--- src/rtl/fifo_push_arbiter_pkg.sv ---
// Shared definitions for the two-requester FIFO push arbiter.
// Holds the state encoding and the default byte/burst sizing.
package fifo_push_arbiter_pkg;

  typedef enum logic [1:0] {
    IDLE = 2'd0,
    GNT0 = 2'd1,
    GNT1 = 2'd2
  } arb_state_t;

  localparam int DEFAULT_DATA_W    = 8;
  localparam int DEFAULT_MAX_BURST = 4;

endpackage

--- src/rtl/fifo_push_arbiter.sv ---
// Round-robin arbiter sharing the FIFO push port between two burst producers.
// Grant is registered (one bubble from IDLE); data path is combinational and stalls on fifo_full.
module fifo_push_arbiter
  import fifo_push_arbiter_pkg::*;
#(
  parameter int DATA_W    = DEFAULT_DATA_W,
  parameter int MAX_BURST = DEFAULT_MAX_BURST
) (
  input  logic              clk,
  input  logic              rst,
  input  logic              req0_valid,
  input  logic [DATA_W-1:0] req0_data,
  input  logic              req0_last,
  output logic              req0_ready,
  input  logic              req1_valid,
  input  logic [DATA_W-1:0] req1_data,
  input  logic              req1_last,
  output logic              req1_ready,
  input  logic              fifo_full,
  output logic              fifo_push,
  output logic [DATA_W-1:0] fifo_push_data,
  output logic [1:0]        grant,
  output logic              busy
);

  localparam logic [3:0] MAX_B = 4'(MAX_BURST);

  arb_state_t state, next_state;
  logic       prio, next_prio;
  logic [3:0] beat_cnt, next_cnt;

  always_ff @(posedge clk or posedge rst) begin
    if (rst) begin
      state    <= IDLE;
      prio     <= 1'b0;
      beat_cnt <= 4'd0;
    end else begin
      state    <= next_state;
      prio     <= next_prio;
      beat_cnt <= next_cnt;
    end
  end

  // Owner/other views of the requesters, selected by which grant state is active.
  logic              own_valid, own_last, oth_valid, owner;
  logic [DATA_W-1:0] own_data;
  logic [3:0]        cnt_inc;
  logic              beat, burst_done, abandon;

  always_comb begin
    owner     = (state == GNT1);
    own_valid = owner ? req1_valid : req0_valid;
    own_data  = owner ? req1_data  : req0_data;
    own_last  = owner ? req1_last  : req0_last;
    oth_valid = owner ? req0_valid : req1_valid;
    cnt_inc   = beat_cnt + 4'd1;

    next_state     = state;
    next_prio      = prio;
    next_cnt       = beat_cnt;
    req0_ready     = 1'b0;
    req1_ready     = 1'b0;
    fifo_push      = 1'b0;
    fifo_push_data = '0;
    beat           = 1'b0;
    burst_done     = 1'b0;
    abandon        = 1'b0;

    case (state)
      IDLE: begin
        if (req0_valid && req1_valid) begin
          next_state = prio ? GNT1 : GNT0;
        end else if (req0_valid) begin
          next_state = GNT0;
        end else if (req1_valid) begin
          next_state = GNT1;
        end
      end
      GNT0, GNT1: begin
        req0_ready     = ~owner & ~fifo_full;
        req1_ready     = owner & ~fifo_full;
        fifo_push      = own_valid & ~fifo_full;
        fifo_push_data = own_data;
        beat           = own_valid & ~fifo_full;
        burst_done     = beat & (own_last | (cnt_inc == MAX_B));
        abandon        = ~own_valid;
        if (beat) begin
          next_cnt = cnt_inc;
        end
        if (burst_done || abandon) begin
          next_prio = ~owner;
          next_cnt  = 4'd0;
          // Other side waiting gets the port; otherwise a full burst may reopen for the same owner.
          if (oth_valid) begin
            next_state = owner ? GNT0 : GNT1;
          end else if (burst_done) begin
            next_state = state;
          end else begin
            next_state = IDLE;
          end
        end
      end
      default: next_state = IDLE;
    endcase
  end

  assign grant = {state == GNT1, state == GNT0};
  assign busy  = (state != IDLE);

endmodule

--- config.mk ---
export PLATFORM = sky130hd
export DESIGN_NAME = fifo_push_arbiter
export DESIGN_NICKNAME = d
export VERILOG_FILES = /design/src/rtl/fifo_push_arbiter_pkg.sv /design/src/rtl/fifo_push_arbiter.sv
export SDC_FILE = /design/constraint.sdc
export NUM_CORES = 1
export LEC_CHECK = 0
export ABC_CLOCK_PERIOD_IN_PS = 3940
export BUFFER_PORTS_ARGS = -buffer_cell sky130_fd_sc_hd__buf_2
export CORE_MARGIN = 5
export CORE_UTILIZATION = 47
export DETAILED_ROUTE_END_ITERATION = 12
export PLACE_DENSITY = 0.88
export SLEW_MARGIN = 25
export SYNTH_ARGS = -nofsm -noshare
export SYNTH_HDL_FRONTEND = slang
export SYNTH_SLANG_ARGS = --single-unit
--- constraint.sdc ---
create_clock -name clk -period 3.94 [get_ports clk]
set_clock_uncertainty 0.2 [all_clocks]
set_input_delay 0 -clock clk [delete_from_list [all_inputs] [get_ports clk]]
set_output_delay 0 -clock clk [all_outputs]
set_load 0.05 [all_outputs]
==> Word-level counts from Yosys, hierarchy flattened <==
Cells that the tools add are included.
{ "classes": {"mux": 19, "add_sub_neg": 1, "n_eq_ne": 6, "reduce_logical": 9, "n_bitwise": 8} }
{ "op_table": {"columns": ["operator", "count"], "rows": [
  ["$mux 2", 8],
  ["$mux 8", 2],
  ["$mux 4", 2],
  ["$mux 1", 6],
  ["$add 4x1->4 const B", 1],
  ["$and 1x1->1", 4],
  ["$eq 4x3->1 const B", 1],
  ["$ne 4x4->1 const B", 1],
  ["$pmux 2 s2", 1],
  ["$reduce_and 2->1", 2],
  ["$reduce_bool 2->1", 2],
  ["$ne 3x3->1 const B", 1],
  ["$not 1->1", 3],
  ["$reduce_and 3->1", 1],
  ["$eq 2x1->1 const B", 1],
  ["$eq 2x2->1 const B", 1],
  ["$logic_not 2->1", 1],
  ["$ne 2x2->1 const B", 1],
  ["$reduce_or 2->1", 1],
  ["$logic_and 1x1->1", 1],
  ["$logic_or 1x1->1", 1],
  ["$or 1x1->1", 1]
]} }
{ "word_totals": {"inputBits": 23, "register_bits": 7, "word_cells": 46} }

==> Logic depth before layout (Yosys ltp) <==
{ "logic_depth": {"ltp_word": 8, "depth_mapped": 8, "ltp_nobuf": 6} }

==> Worst setup path after synthesis <==
Ideal clock, no wire load.
{ "synth_timing": {"path_type": "reg2reg", "startpoint": "register state[0]", "endpoint": "register beat_cnt[1]", "setup_ns": 0.070, "slack_ns": 1.711, "arrival_ns": 1.959, "stages_incl_launch_ff": 7, "path_buffers": 1, "cell_sequence": "dfrtp_1 inv_1 ha_1 buf_6 mux2i_4 nor2_1 a32o_1"} }
{ "synth_between": {"elab_chain_len": 7} }
{ "synth_rtl": {"columns": ["element", "line", "text"], "rows": [
  ["from (decl)", "fifo_push_arbiter.sv:28", "arb_state_t state, next_state;"],
  ["from (signal assigned)", "fifo_push_arbiter.sv:38", "state <= next_state;"],
  ["$eq 2x2->1 (*)", "fifo_push_arbiter.sv:51", "owner = (state == GNT1);"],
  ["net owner", "fifo_push_arbiter.sv:45", "logic own_valid, own_last, oth_valid, owner;"],
  ["$mux 1, on equally long branches", "fifo_push_arbiter.sv:52, fifo_push_arbiter.sv:54", null],
  ["$and 1x1->1 or $or 1x1->1 (tied branches)", "fifo_push_arbiter.sv:84, fifo_push_arbiter.sv:85", null],
  ["$and 1x1->1", "fifo_push_arbiter.sv:85", "burst_done = beat & (own_last | (cnt_inc == MAX_B));"],
  ["$logic_or 1x1->1", "fifo_push_arbiter.sv:90", "if (burst_done || abandon) begin"],
  ["$reduce_bool 2->1 (no source line)", null, null],
  ["$reduce_and 2->1 (no source line)", null, null],
  ["to (signal assigned)", "fifo_push_arbiter.sv:40", "beat_cnt <= next_cnt;"],
  ["to (decl)", "fifo_push_arbiter.sv:30", "logic [3:0] beat_cnt, next_cnt;"]
]} }
The timed path passes the listed nets; every way through them passes the cells marked *.
A chain may end at the register's enable or synchronous reset.

==> Final worst setup path <==
{ "layout_timing": {"startpoint": "register state[0]", "endpoint": "register beat_cnt[3]"} }
{ "layout_between": {"elab_chain_len": 7} }
{ "layout_rtl": {"columns": ["element", "line"], "rows": [
  ["$eq 2x2->1", "fifo_push_arbiter.sv:51, fifo_push_arbiter.sv:69"],
  ["$mux 1, on equally long branches", "fifo_push_arbiter.sv:52, fifo_push_arbiter.sv:54"],
  ["$and 1x1->1 or $or 1x1->1 (tied branches)", "fifo_push_arbiter.sv:84, fifo_push_arbiter.sv:85"],
  ["$and 1x1->1", "fifo_push_arbiter.sv:85"],
  ["$logic_or 1x1->1", "fifo_push_arbiter.sv:90"],
  ["$reduce_bool 2->1 (no source line)", null],
  ["$reduce_and 2->1 (no source line)", null]
]} }
Parallel ways exist; a longest one is shown, timed or not.

==> metrics <==
status finished, final reports clean; I/O Buffers 36; Pwr Total 0.000797 W; CP cell instances inv_1, ha_1, mux2i_4, and2_1, a21oi_1, o311ai_2; final setup vio count 0; final instance area 948 um2; Rows 14; synthesized area 724 um2; # IOs 37; max incr delay on CP 0.76 ns; Async SR Flop Fraction 1.00; Max-slew headroom 0.396; initial antenna violation count 0; Post-Synthesis Cells 85; metal2 WL 973 um; vias in the first global route just under 700; PD cells 840 nW/um2; leakage power 0.473 nW; Yosys reg bits 7; f_max slightly below 0.4 GHz; most area-consuming cells after synthesis dfrtp_1 24%, mux2i_1 11%, ha_1 8.6%; Tmin final 2.56 ns; Syn Nets 113; register area share after synthesis 0.242; first-pass GRT wire length 2890 um; Synth top area share 0.242; RSZ-0062 raised after global routing false; DRT Pass-1 Iters 4; routed wire length 1760 um; total clock sinks 7; max layer used met4; Root Driver clkbuf_4; share of cells above drive strength 1 0.374; Final Cycle Share 0.650; Synth Flop Type dfrtp_1; Crit. End Element flop; hpwl dp 1450 um; clock slew at reported path FFs around 0.050 ns; Antenna Diode Count 0; Slew Viols, Final 0; Critical-path top delay cell ha_1; most common cell in the netlist nor2_1; Commonest cells post-synth 12 x nor2_1, 8 x inv_1, 8 x mux2i_1; Layout Nets approximately 150; routability cong. about 0.84; CTS max path bufs 2; Vias/cell 5.18; detailed-route via count 720; Die Area 2430 um2; post-synth cell types 32; setup TNS 0 ns; Peak VDD IR 0.000484 V; Arr. time, crit path 2.51 ns; Mean Syn Cell Area 8.52 um2; Inserted Clock Buffers 3; actual slew at the worst max-slew pin 0.905 ns; Die Y 49.3 um; Post-synth EDFFs 0; post-route ant nets 0; Residual DRC 0; Hold/Removal Path Class input pin to async pin; Yosys Warn Count 0; Initial Utilization 0.487; CP Launch Type flop; M1 WL 675 um; Met3 Wirelength 92 um; gr usage total 0.150; Clock H-tree levels 1; Layout area overhead 30.9%; Synth area leader dfrtp_1; kind of critical path flop to flop; detailed router's first-iteration violation count 9; total of max-cap violations 0; worst skew pair latency 0.24 ns; TritonCTS clock tree yes; dpl cell area roughly 900 um2; Routed WL per cell 12.6 um; Fin. Hold Viols 0; Placeable Area 1490 um2; crit path max fanout 17; setup bufs post-CTS 0; Die Wd 49.3 um; Remaining Overflow, GRT 0; Crit path required time between 3 and 4 ns; largest net degree at the start of global routing 18
==> kinds of logic (layout without fill, tap and decap cells) <==
kind of cell	Yosys count	count (layout)	synth area share
buffers and inverters	14	52	0.100
multiplexers	10	10	0.173
adder cells (fa/ha/maj)	5	5	0.0864
AO/OA/AOI/OAI	21	21	0.212
flip-flops	7	7	0.242
AND/OR/NAND/NOR	28	28	0.187
==> flip-flops by register name, summed over array words and instances, names as in the netlist <==
name and cells:
beat_cnt 4, prio 1, state 2
==> path summary, 6_finish.rpt <==
| path | depth (start not counted) | from | slack (ns) | to |
|---|---|---|---|---|
| setup / recovery | 6 | state[0] | 1.38 | beat_cnt[3] |
| hold / removal | 3 | rst | 0.01 | beat_cnt[0] |
| setup reg to reg | 6 | state[0] | 1.38 | beat_cnt[3] |
| hold reg to reg | 1 | beat_cnt[0] | 0.34 | beat_cnt[0] |
| max in group asynchronous | 3 | rst | 3.32 | prio |
| min in group clk | 5 | req0_last | 0.14 | beat_cnt[0] |
==> what timing repair did <==
action | CTS | global route
hold endpoints to repair | 12 | 0
resized for setup | 0 | 0
hold buffers | 4 | 0
==> area by class of cell <==
cell class / instances / area [um2]
Multi-Input combinational cell: 64 / 477
Tap cell: 16 / 20.0
Clock buffer: 4 / 26.3
Timing Repair Buffer: 40 / 220
Sequential cell: 7 / 175
Fill cell: 116 / 541
Inverter: 8 / 30.0
==> layer usage <==
metal	vias up	track usage
li1	373	-
met1	325	0.167
met2	20	0.251
met3	2	0.0459
met4	0	0.0762
met5	-	0
==> cell usage in the layout, fill, tap and decap left out <==
| master | Yosys | final |
|---|---|---|
| a21oi_2 | 1 | 1 |
| nand2_1 | 4 | 4 |
| or2_2 | 1 | 1 |
| a21o_1 | 1 | 1 |
| nand3_1 | 3 | 3 |
| clkbuf_4 | 0 | 3 |
| nor3_1 | 1 | 1 |
| nor2_1 | 12 | 12 |
| dlygate4sd3_1 | 0 | 4 |
| nand2b_1 | 3 | 3 |
| a32oi_1 | 1 | 1 |
| ha_1 | 5 | 5 |
| mux2i_4 | 2 | 2 |
| buf_2 | 1 | 36 |
| o21ai_1 | 1 | 1 |
| or3b_4 | 1 | 1 |
| o22ai_1 | 2 | 2 |
| nor2b_1 | 2 | 2 |
| a21oi_1 | 4 | 4 |
| o22a_2 | 1 | 1 |
| o21ai_0 | 3 | 3 |
| o21a_1 | 1 | 1 |
| a32o_1 | 1 | 1 |
| inv_1 | 8 | 8 |
| and2_1 | 1 | 1 |
| dfrtp_1 | 7 | 7 |
| o32ai_1 | 2 | 2 |
| mux2i_1 | 8 | 8 |
| o2bb2ai_1 | 1 | 1 |
| o311ai_2 | 1 | 1 |
| clkbuf_1 | 2 | 1 |
| a31oi_1 | 1 | 1 |
==> per-stage QoR <==
step | utilization | worst slack, ns | hold slack [ns] | std cells
CTS | 0.637 | 1.37 | 0.0189 | 139
global placement | 0.592 | 1.51 | -0.258 | 131
detailed placement | 0.592 | 1.38 | -0.269 | 131
finish | 0.637 | 1.38 | 0.00971 | 139
global route | 0.637 | 1.22 | 0.0497 | 139
floorplan | - | 1.71 | -0.397 | 85
==> critical path, delay by kind of cell (launching register included) <==
kind                       cells  cell delay (ns)
adders and majority gates      1             0.76
DFF                            1             0.40
muxes                          1             0.39
AOI/OAI and AO/OA              2             0.32
and+or+nand+nor                1             0.29
buffers and inverters          1             0.11
==> power by group <==
group          internal, W  switching [W]
logic             0.000174       0.000442
clock network    0.0000384      0.0000230
registers        0.0000962      0.0000230
total             0.000308       0.000488
Power figures use the tool's default switching activity.
